File: src/rtl/wbu_pkg.sv
// Shared types and constants for the writeback/commit stage: CSR map, op codes, FSM states.
package wbu_pkg;

    typedef enum logic [1:0] {
        CSR_NONE = 2'd0,
        CSR_RW   = 2'd1,
        CSR_RS   = 2'd2,
        CSR_RC   = 2'd3
    } csr_op_e;

    typedef enum logic [1:0] {
        ST_IDLE     = 2'd0,
        ST_COMMIT   = 2'd1,
        ST_REDIRECT = 2'd2
    } wbu_state_e;

    localparam logic [11:0] CSR_MSTATUS   = 12'h300;
    localparam logic [11:0] CSR_MTVEC     = 12'h305;
    localparam logic [11:0] CSR_MEPC      = 12'h341;
    localparam logic [11:0] CSR_MCAUSE    = 12'h342;
    localparam logic [11:0] CSR_MVENDORID = 12'hF11;
    localparam logic [11:0] CSR_MARCHID   = 12'hF12;

    localparam logic [31:0] MSTATUS_RST    = 32'h0000_1800;
    localparam logic [31:0] MVENDORID_VAL  = 32'h7973_7978;
    localparam logic [31:0] MARCHID_VAL    = 32'd25030093;
    localparam logic [31:0] MCAUSE_ECALL_M = 32'd11;

endpackage

File: src/rtl/wbu_gpr_file.sv
// GPR array with one write port and combinational read ports; reads bypass the write landing this cycle.
// x0 and addresses beyond NR_REGS read zero and are never written.
module wbu_gpr_file #(
    parameter int DATA_WIDTH  = 32,
    parameter int NR_REGS     = 32,
    parameter int NR_RD_PORTS = 2
) (
    input  logic                              clk,
    input  logic                              rst,
    input  logic                              wen,
    input  logic [4:0]                        waddr,
    input  logic [DATA_WIDTH-1:0]             wdata,
    input  logic [NR_RD_PORTS*5-1:0]          raddr,
    output logic [NR_RD_PORTS*DATA_WIDTH-1:0] rdata
);

    localparam int          IDX_W  = $clog2(NR_REGS);
    localparam logic [5:0]  NR_LIM = 6'(NR_REGS);

    logic [DATA_WIDTH-1:0] regs_q [NR_REGS];
    logic                  wr_ok;

    function automatic logic addr_ok(input logic [4:0] a);
        return (a != 5'd0) && ({1'b0, a} < NR_LIM);
    endfunction

    assign wr_ok = wen && addr_ok(waddr);

    always_ff @(posedge clk or negedge rst) begin
        if (!rst) begin
            for (int i = 0; i < NR_REGS; i++) begin
                regs_q[i] <= '0;
            end
        end else if (wr_ok) begin
            regs_q[waddr[IDX_W-1:0]] <= wdata;
        end
    end

    always_comb begin
        rdata = '0;
        for (int p = 0; p < NR_RD_PORTS; p++) begin
            if (addr_ok(raddr[5*p +: 5])) begin
                if (wr_ok && (waddr == raddr[5*p +: 5])) begin
                    rdata[p*DATA_WIDTH +: DATA_WIDTH] = wdata;
                end else begin
                    rdata[p*DATA_WIDTH +: DATA_WIDTH] = regs_q[raddr[5*p +: IDX_W]];
                end
            end
        end
    end

endmodule

File: src/rtl/wbu_commit_stage.sv
// Writeback/commit stage: holds one retiring instruction, commits GPR/CSR writes one edge after accept,
// and stalls upstream (in_ready low) while an ecall/mret redirect waits for the IFU handshake.
module wbu_commit_stage
    import wbu_pkg::*;
#(
    parameter int          DATA_WIDTH  = 32,
    parameter int          NR_REGS     = 32,
    parameter int          NR_RD_PORTS = 2,
    parameter logic [31:0] MTVEC_RST   = 32'h0
) (
    input  logic                              clk,
    input  logic                              rst,
    input  logic                              in_valid,
    output logic                              in_ready,
    input  logic [31:0]                       in_pc,
    input  logic [4:0]                        in_rd,
    input  logic                              in_rd_wen,
    input  logic [DATA_WIDTH-1:0]             in_rd_data,
    input  logic [1:0]                        in_csr_op,
    input  logic [11:0]                       in_csr_addr,
    input  logic [DATA_WIDTH-1:0]             in_csr_src,
    input  logic                              in_ecall,
    input  logic                              in_mret,
    input  logic [NR_RD_PORTS*5-1:0]          rs_addr,
    output logic [NR_RD_PORTS*DATA_WIDTH-1:0] rs_data,
    output logic                              redirect_valid,
    input  logic                              redirect_ready,
    output logic [31:0]                       redirect_pc,
    output logic                              commit_valid,
    output logic [31:0]                       commit_pc
);

    wbu_state_e            state_q, state_d;
    logic                  accept, trap_take;

    logic [31:0]           pc_q;
    logic [4:0]            rd_q;
    logic                  rd_wen_q;
    logic [DATA_WIDTH-1:0] rd_data_q;
    csr_op_e               csr_op_q;
    logic [11:0]           csr_addr_q;
    logic [DATA_WIDTH-1:0] csr_src_q;
    logic                  ecall_q;

    logic [DATA_WIDTH-1:0] mstatus_q, mtvec_q, mepc_q, mcause_q;
    logic [DATA_WIDTH-1:0] csr_old, csr_new, gpr_wdata;
    logic                  csr_wen, gpr_wen;

    assign accept    = in_valid && in_ready;
    assign trap_take = (state_q == ST_REDIRECT) && redirect_ready;

    always_ff @(posedge clk or negedge rst) begin
        if (!rst) begin
            state_q <= ST_IDLE;
        end else begin
            state_q <= state_d;
        end
    end

    always_comb begin
        state_d = state_q;
        case (state_q)
            ST_IDLE, ST_COMMIT: begin
                if (in_valid) begin
                    state_d = (in_ecall || in_mret) ? ST_REDIRECT : ST_COMMIT;
                end else begin
                    state_d = ST_IDLE;
                end
            end
            ST_REDIRECT: begin
                if (redirect_ready) begin
                    state_d = ST_IDLE;
                end
            end
            default: state_d = ST_IDLE;
        endcase
    end

    always_comb begin
        in_ready       = 1'b1;
        redirect_valid = 1'b0;
        redirect_pc    = 32'h0;
        commit_valid   = 1'b0;
        commit_pc      = 32'h0;
        case (state_q)
            ST_COMMIT: begin
                commit_valid = 1'b1;
                commit_pc    = pc_q;
            end
            ST_REDIRECT: begin
                in_ready       = 1'b0;
                redirect_valid = 1'b1;
                redirect_pc    = ecall_q ? mtvec_q[31:0] : mepc_q[31:0];
                if (redirect_ready) begin
                    commit_valid = 1'b1;
                    commit_pc    = pc_q;
                end
            end
            default: ;
        endcase
    end

    // Held fields only change on accept so redirect_pc and commit_pc stay stable while stalled.
    always_ff @(posedge clk or negedge rst) begin
        if (!rst) begin
            pc_q       <= '0;
            rd_q       <= '0;
            rd_wen_q   <= 1'b0;
            rd_data_q  <= '0;
            csr_op_q   <= CSR_NONE;
            csr_addr_q <= '0;
            csr_src_q  <= '0;
            ecall_q    <= 1'b0;
        end else if (accept) begin
            pc_q       <= in_pc;
            rd_q       <= in_rd;
            rd_wen_q   <= in_rd_wen;
            rd_data_q  <= in_rd_data;
            csr_op_q   <= csr_op_e'(in_csr_op);
            csr_addr_q <= in_csr_addr;
            csr_src_q  <= in_csr_src;
            ecall_q    <= in_ecall;
        end
    end

    always_comb begin
        csr_old = '0;
        case (csr_addr_q)
            CSR_MSTATUS:   csr_old = mstatus_q;
            CSR_MTVEC:     csr_old = mtvec_q;
            CSR_MEPC:      csr_old = mepc_q;
            CSR_MCAUSE:    csr_old = mcause_q;
            CSR_MVENDORID: csr_old = DATA_WIDTH'(MVENDORID_VAL);
            CSR_MARCHID:   csr_old = DATA_WIDTH'(MARCHID_VAL);
            default:       csr_old = '0;
        endcase
    end

    always_comb begin
        csr_new = csr_old;
        case (csr_op_q)
            CSR_RW:  csr_new = csr_src_q;
            CSR_RS:  csr_new = csr_old | csr_src_q;
            CSR_RC:  csr_new = csr_old & ~csr_src_q;
            default: csr_new = csr_old;
        endcase
    end

    // Traps never sit in COMMIT, so ecall/mret can never trigger these write enables.
    assign csr_wen   = (state_q == ST_COMMIT) && (csr_op_q != CSR_NONE);
    assign gpr_wen   = (state_q == ST_COMMIT) && rd_wen_q;
    assign gpr_wdata = (csr_op_q != CSR_NONE) ? csr_old : rd_data_q;

    always_ff @(posedge clk or negedge rst) begin
        if (!rst) begin
            mstatus_q <= DATA_WIDTH'(MSTATUS_RST);
            mtvec_q   <= DATA_WIDTH'(MTVEC_RST);
            mepc_q    <= '0;
            mcause_q  <= '0;
        end else begin
            if (csr_wen) begin
                case (csr_addr_q)
                    CSR_MSTATUS: mstatus_q <= csr_new;
                    CSR_MTVEC:   mtvec_q   <= csr_new;
                    CSR_MEPC:    mepc_q    <= csr_new;
                    CSR_MCAUSE:  mcause_q  <= csr_new;
                    default: ;
                endcase
            end
            if (trap_take && ecall_q) begin
                mepc_q   <= DATA_WIDTH'(pc_q);
                mcause_q <= DATA_WIDTH'(MCAUSE_ECALL_M);
            end
        end
    end

    wbu_gpr_file #(
        .DATA_WIDTH  (DATA_WIDTH),
        .NR_REGS     (NR_REGS),
        .NR_RD_PORTS (NR_RD_PORTS)
    ) u_gpr (
        .clk   (clk),
        .rst   (rst),
        .wen   (gpr_wen),
        .waddr (rd_q),
        .wdata (gpr_wdata),
        .raddr (rs_addr),
        .rdata (rs_data)
    );

endmodule

File: config.mk
export PLATFORM = sky130hd
export DESIGN_NAME = wbu_commit_stage
export DESIGN_NICKNAME = d
export VERILOG_FILES = /design/src/rtl/wbu_pkg.sv /design/src/rtl/wbu_gpr_file.sv /design/src/rtl/wbu_commit_stage.sv
export SDC_FILE = /design/constraint.sdc
export NUM_CORES = 2
export LEC_CHECK = 0
export ABC_CLOCK_PERIOD_IN_PS = 2500
export BUFFER_PORTS_ARGS = -buffer_cell sky130_fd_sc_hd__buf_2
export CAP_MARGIN = 20
export CELL_PAD_IN_SITES_DETAIL_PLACEMENT = 1
export CELL_PAD_IN_SITES_GLOBAL_PLACEMENT = 1
export CORE_ASPECT_RATIO = 0.75
export CORE_MARGIN = 4
export CORE_UTILIZATION = 46
export DETAILED_ROUTE_END_ITERATION = 16
export PLACE_DENSITY_LB_ADDON = 0.3
export SYNTH_ARGS = -nofsm -noshare
export SYNTH_HDL_FRONTEND = slang
export SYNTH_SLANG_ARGS = --single-unit
export TNS_END_PERCENT = 5
File: constraint.sdc
create_clock -name clk -period 2.5 [get_ports clk]
set_input_delay 0.375 -clock clk [delete_from_list [all_inputs] [get_ports clk]]
set_output_delay 0.375 -clock clk [all_outputs]
set_load 0.02 [all_outputs]
* Yosys cells after proc, flatten, opt, wreduce, memory -nomap -nowiden
Index checks and enable logic that the tools add are counted.
** Storage, ports and cells
- Input port bits :: 132
- Output and inout port bits :: 131
- Word-level logic and storage cells :: 126
- Register bits after elaboration :: 1271
** Operators by class
- $lt $le $gt $ge :: 4
- Multiplexer cells :: 34
- Eq/ne operators :: 14
- Reductions and logical operators :: 23
- Bitwise gates (word level) :: 6
** Operators by type and width (number)
- $bwmux W1024 :: 1
- $mux W32 :: 19
- $bmux W32 S5 :: 2
- $pmux W32 S6 :: 1
- $demux W32 S5 :: 1
- $pmux W32 S3 :: 1
- $pmux W32 S2 :: 1
- $eq A12 B10 Y1 const B :: 4
- $and A32 B32 Y32 :: 1
- $not A32 Y32 :: 1
- $or A32 B32 Y32 :: 1
- $eq A12 B12 Y1 const B :: 2
- $ge A6 B6 Y1 const B :: 3
- $not A5 Y6 :: 3
- $reduce_bool A5 Y1 :: 3
- $eq A5 B5 Y1 :: 2
- $logic_and A1 B1 Y1 :: 9
- $reduce_and A2 Y1 :: 4
- $reduce_bool A2 Y1 :: 4
- $eq A2 B2 Y1 const B :: 3
- $lt A6 B1 Y1 const B :: 1
- $mux W2 :: 3
- $eq A2 B1 Y1 const B :: 2
- $pmux W2 S2 :: 1
- other kinds (6) :: 8

* Logic depth before layout (Yosys ltp)
- Depth after elaboration :: 7
- Mapped depth :: 11

* By module
Synthesis repeated with hierarchy kept, for this count alone.
** Second synthesis, totals
- Cell total of the unflattened synthesis :: 5024
- Area, all modules :: 67608.6 um^2
** Modules (own cells, without submodules)
- wbu_gpr_file :: area each 55089.1 um^2, cells each 3800, instances 1
- wbu_commit_stage :: area each 12519.5 um^2, cells each 1224, instances 1

* Least setup slack after synthesis
No wires, ideal clock.
- Kind :: input port to output port
- From :: in rs_addr[0]
- To :: out rs_data[10]
- Arrival :: 2.430 ns
- Setup slack :: -0.305 ns
- Stages :: 9
- Path through :: buf_2 > buf_4 > buf_2 > buf_2 > mux4_2 > a22oi_1 > o21ai_0 > a22oi_1 > o21ai_0
** On the way
- Cells in the longest elaborated chain, start to end :: 6
- Elaborated cells between the ends (all ways) :: 9
- Those cells by class :: 1 x eq/ne; 5 x mux; 1 x bitwise; 2 x reduce/logical
** Ends and longest elaborated chain
- from (decl) :: line wbu_commit_stage.sv:24 : input logic [NR_RD_PORTS*5-1:0] rs_addr,
- $not A5 Y6 (implied by the code) :: line wbu_gpr_file.sv:46 : rdata[p*DATA_WIDTH +: DATA_WIDTH] = regs_q[raddr[5*p +: IDX_W]];
- $bmux W32 S5 :: line wbu_gpr_file.sv:46
- $mux W32 (implied by the code) (2 in series) :: line wbu_gpr_file.sv:46
- $mux W32 :: line wbu_gpr_file.sv:43 : if (wr_ok && (waddr == raddr[5*p +: 5])) begin
- $mux W32 * :: line wbu_gpr_file.sv:42 : if (addr_ok(raddr[5*p +: 5])) begin
- to (decl) :: line wbu_commit_stage.sv:25 : output logic [NR_RD_PORTS*DATA_WIDTH-1:0] rs_data,
Mark *: on every way between the ends. The rest lies on a longest branch, timed or not. The select of a mux whose other input is x is not followed.

* Worst setup path in the final report
- From :: reg csr_addr_q[10]
- To :: out rs_data[28]
** On the way
- Cells in the longest elaborated chain, start to end :: 5
- Elaborated cells between the ends (all ways) :: 10
- Those cells by class :: 6 x eq/ne; 4 x mux
** Ends and longest elaborated chain
- from (decl) :: line wbu_commit_stage.sv:41 : logic [11:0] csr_addr_q;
- from (signal assigned) :: line wbu_commit_stage.sv:120 : csr_addr_q <= in_csr_addr;
- $eq A12 B12 Y1 or $eq A12 B10 Y1 (tied branches) :: line wbu_commit_stage.sv:128 : case (csr_addr_q)
- $pmux W32 S6 * :: line wbu_commit_stage.sv:128
- $mux W32 * :: line wbu_commit_stage.sv:152 : assign gpr_wdata = (csr_op_q != CSR_NONE) ? csr_old : rd_data_q;
- $mux W32 * :: line wbu_gpr_file.sv:43
- $mux W32 * :: line wbu_gpr_file.sv:42
Mark *: on every way between the ends. The rest lies on a longest branch, timed or not.

==> impl_metrics.env <==
export IMPL_layout_commonest_cell="dfrtp_1"
export IMPL_die_w_um=442
export IMPL_cts_tree="done"
export IMPL_synth_distinct_cells=67
export IMPL_maxCapViolCount=0
export IMPL_min_path_type="input port to asynchronous set/reset pin"
export IMPL_ys_flop_type="dfrtp_1"
export IMPL_finalClockSkew_ns=0.0487
export IMPL_synth_compound_area_frac=0.147
export IMPL_fmax_mhz=242
export IMPL_fin_total_pwr_mw=57.4
export IMPL_synth_top_family_by_area="multiplexers"
export IMPL_ir_drop_uv=652
export IMPL_synth_mux_area_fraction=0.226
export IMPL_grt_pass1_wl_um=424000
export IMPL_final_max_slew_viol_count=0
export IMPL_cts_buffer_depth=3
export IMPL_violations="setup timing"
export IMPL_route_vias_total=59264
export IMPL_slowest_delay_ns=0.47
export IMPL_post_route_period_util=1.65
export IMPL_path_class="register to primary output"
export IMPL_dieArea_um2=148000
export IMPL_avgRoutedWirePerCell_um=35.0
export IMPL_crit_fanout=5
export IMPL_cts_root_buf="clkbuf_16"
export IMPL_worst_slew_pin_slew_ns=0.823
export IMPL_core_area_um2=141000
export IMPL_outcome="finished, violations left"
export IMPL_power_leakage_nw=36.0
export IMPL_reg2reg_slack_ns=-0.60
export IMPL_ys_seq_elements=1271
export IMPL_place_hpwl_um=180000
export IMPL_ys_seq_area_frac=0.488
export IMPL_gr_total_overflow=0
export IMPL_cp_arrival_ns=3.75
export IMPL_dr_first_iter_drc_count=7769
export IMPL_drc=0
export IMPL_cpMaxStageDelayCell="dfrtp_2"
export IMPL_worst_slack_ns=-1.63
export IMPL_relSlewSlack=0.451
export IMPL_drt_pass1_iterations=6
export IMPL_port_buffers=262
export IMPL_postRouteAntennaNets=0
export IMPL_final_cell_mix="dfrtp_1, nand2_1, o21ai_0"
export IMPL_crit_required_ns=2.12
export IMPL_nNetsFinal=6741
export IMPL_period_needed_ns=4.13
export IMPL_rr_startpoint="csr_addr_q[10]"
export IMPL_grt_max_degree=114
export IMPL_synth_simple_area_share=0.0927
export IMPL_crit_path_cell_trace="buf_12 > nor4b_4 > buf_6 > buf_6 > buf_8 > a21oi_4 > o22ai_2 > or3_4 > o21ai_4 > o211ai_1 > buf_4"
export IMPL_die_height_um=334
export IMPL_hold_viol_final=0
export IMPL_rsz0062_at_grt="yes"
export IMPL_antenna_found_initial=14
export IMPL_setup_viol=1233
export IMPL_netlist_instances=5895
export IMPL_start_util=0.463
export IMPL_num_rows=119
export IMPL_powerDensity_nw_per_um2=684
export IMPL_synthXorXnorAreaFrac=0.00417
export IMPL_htree_levels=4
export IMPL_gp_congestion=1.09
export IMPL_synth_edff_count=0
export IMPL_clk_latency_ns=0.81
export IMPL_track_usage=0.386
export IMPL_synth_fa_ha_area_frac=0.000576
export IMPL_ios=263
export IMPL_syn_num_nets=6030
export IMPL_r2r_cells=11
export IMPL_grt_pass1_vias=62005
export IMPL_end_kind="primary output"
export IMPL_tns_ns=-440.61
export IMPL_drive_above_1_share=0.338
export IMPL_clock_sinks=1271
export IMPL_ys_warn_count=0
export IMPL_clk_pin_slew_worst_paths_ns=0.07
export IMPL_synth_avg_cell_area_um2=11.0
export IMPL_r2r_end="u_gpr.regs_q[860]"
export IMPL_numCtsBuffers=133
export IMPL_synth_cell_area_um2=65100
export IMPL_vias_per_cell=6.90
export IMPL_ys_async_sr_fraction=1.00
export IMPL_cp_start_kind="register"
export IMPL_syn_to_final_growth_pct=28.7
export IMPL_path_common_cell="buf_6"
export IMPL_drt_total_wl_um=301000
export IMPL_holdWs_ns=0.114
-- where the power goes --
part           internal (mW)  switching [mW]
logic                   4.88            7.01
clock network           12.7            9.19
registers               21.9            1.67
total                   39.5            17.9
-- worst max-delay path, delay by kind of cell, from the launching register on --
family                 cells  cell delay [ns]
AND/OR/NAND/NOR            2             0.77
buffers and inverters      5             0.88
flip-flops                 1             0.47
AO/OA/AOI/OAI              4             0.81
-- stage by stage --
step	instance area [µm²]	std cells	setup slack, ns	util
after floorplan	65200	5895	-0.141	-
after global placement	74100	8096	-0.812	0.527
after detailed placement	74100	8096	-0.828	0.527
after CTS	82500	8539	-1.38	0.587
after global routing	83800	8583	-1.58	0.596
final	83800	8586	-1.63	0.596
-- worst max-delay path by stage --
stage          slack [ns]  depth (start not counted)     endpoint           start
5_1_grt             -1.58                         11  rs_data[28]  csr_addr_q[10]
3_5_place_dp        -0.83                         11  rs_data[32]   csr_addr_q[4]
3_3_place_gp        -0.81                         10  rs_data[58]   csr_addr_q[4]
4_1_cts             -1.38                         11  rs_data[32]   csr_addr_q[2]
2_1_floorplan       -0.14                          7  rs_data[19]   csr_addr_q[4]
6_report            -1.63                         11  rs_data[28]  csr_addr_q[10]
-- layer usage --
metal	part of all wire	global-route usage	up-vias
met4	0.076	0.222	22
met2	0.44	0.584	4184
met1	0.37	0.493	30745
met5	0.0014	0.00444	-
met3	0.11	0.121	1388
li1	-	-	22925
-- registers in the layout, indices dropped and copies added (netlist names) --
| register | flops |
|---|---|
| csr_addr_q | 12 |
| csr_op_q | 2 |
| csr_src_q | 32 |
| ecall_q | 1 |
| mcause_q | 32 |
| mepc_q | 32 |
| mstatus_q | 32 |
| mtvec_q | 32 |
| pc_q | 32 |
| rd_data_q | 32 |
| rd_q | 5 |
| rd_wen_q | 1 |
| state_q | 2 |
| u_gpr.regs_q | 1024 |
-- what timing repair did --
item                                    4_1_cts  5_1_grt
endpoints found under the setup margin     1051     1208
endpoints found under the hold margin      1085        0
hold buffers                                122        0
buffers inserted                             94       57
gates cloned                                  5        0
pin swaps                                   116      112
resized for setup                           421      365
-- synthesized netlist by cell type, drive strengths merged (2+ instances only) --
cell type	number	area, µm²
dfrtp	1269	31800
nor2b	10	62.6
buf	145	848
nand2b	10	62.6
mux2	117	1320
xnor2	31	272
o221ai	11	96.3
a21o	12	97.6
or3	18	113
o21a	7	52.6
or2	3	18.8
inv	14	52.6
and2	39	244
o21ai	1236	6370
a32oi	19	166
o22a	5	43.8
a221oi	89	780
o2111a	2	22.5
o22ai	23	144
a22o	26	228
or4	2	15.0
or4b	3	33.8
and3	3	18.8
nor2	117	439
mux2i	216	2160
mux4	500	11300
clkbuf	464	1740
a31oi	2	12.5
a22oi	146	1100
nor3	13	97.6
nor4b	3	62.6
a211o	5	43.8
nand3	55	275
dfstp	2	52.6
o211ai	27	208
nand2	1195	4490
nor4	5	37.5
nor3b	4	30.0
ha	3	37.5
a21oi	31	155
-- logic make-up (layout without fill, tap and decap cells) --
kind of cell	count (synthesis)	in the layout
AOI/OAI and AO/OA	1649	1649
and+or+nand+nor	1484	1484
DFF	1271	1271
muxes	833	833
buffers and inverters	624	1433
xor gates and xnor gates	31	31
adders and majority gates	3	3
other	0	7
-- area by class of cell --
cell class / instances / area, µm²
diodes: 7 / 17.5
clock buffers: 182 / 3890
clock inverters: 51 / 741
fillers: 14120 / 56700
inverters: 15 / 58.8
multi-input cells: 4000 / 32900
flip-flops and latches: 1271 / 31800
well taps: 1875 / 2350
repair buffers: 1185 / 12100
Power figures use the tool's default switching activity.
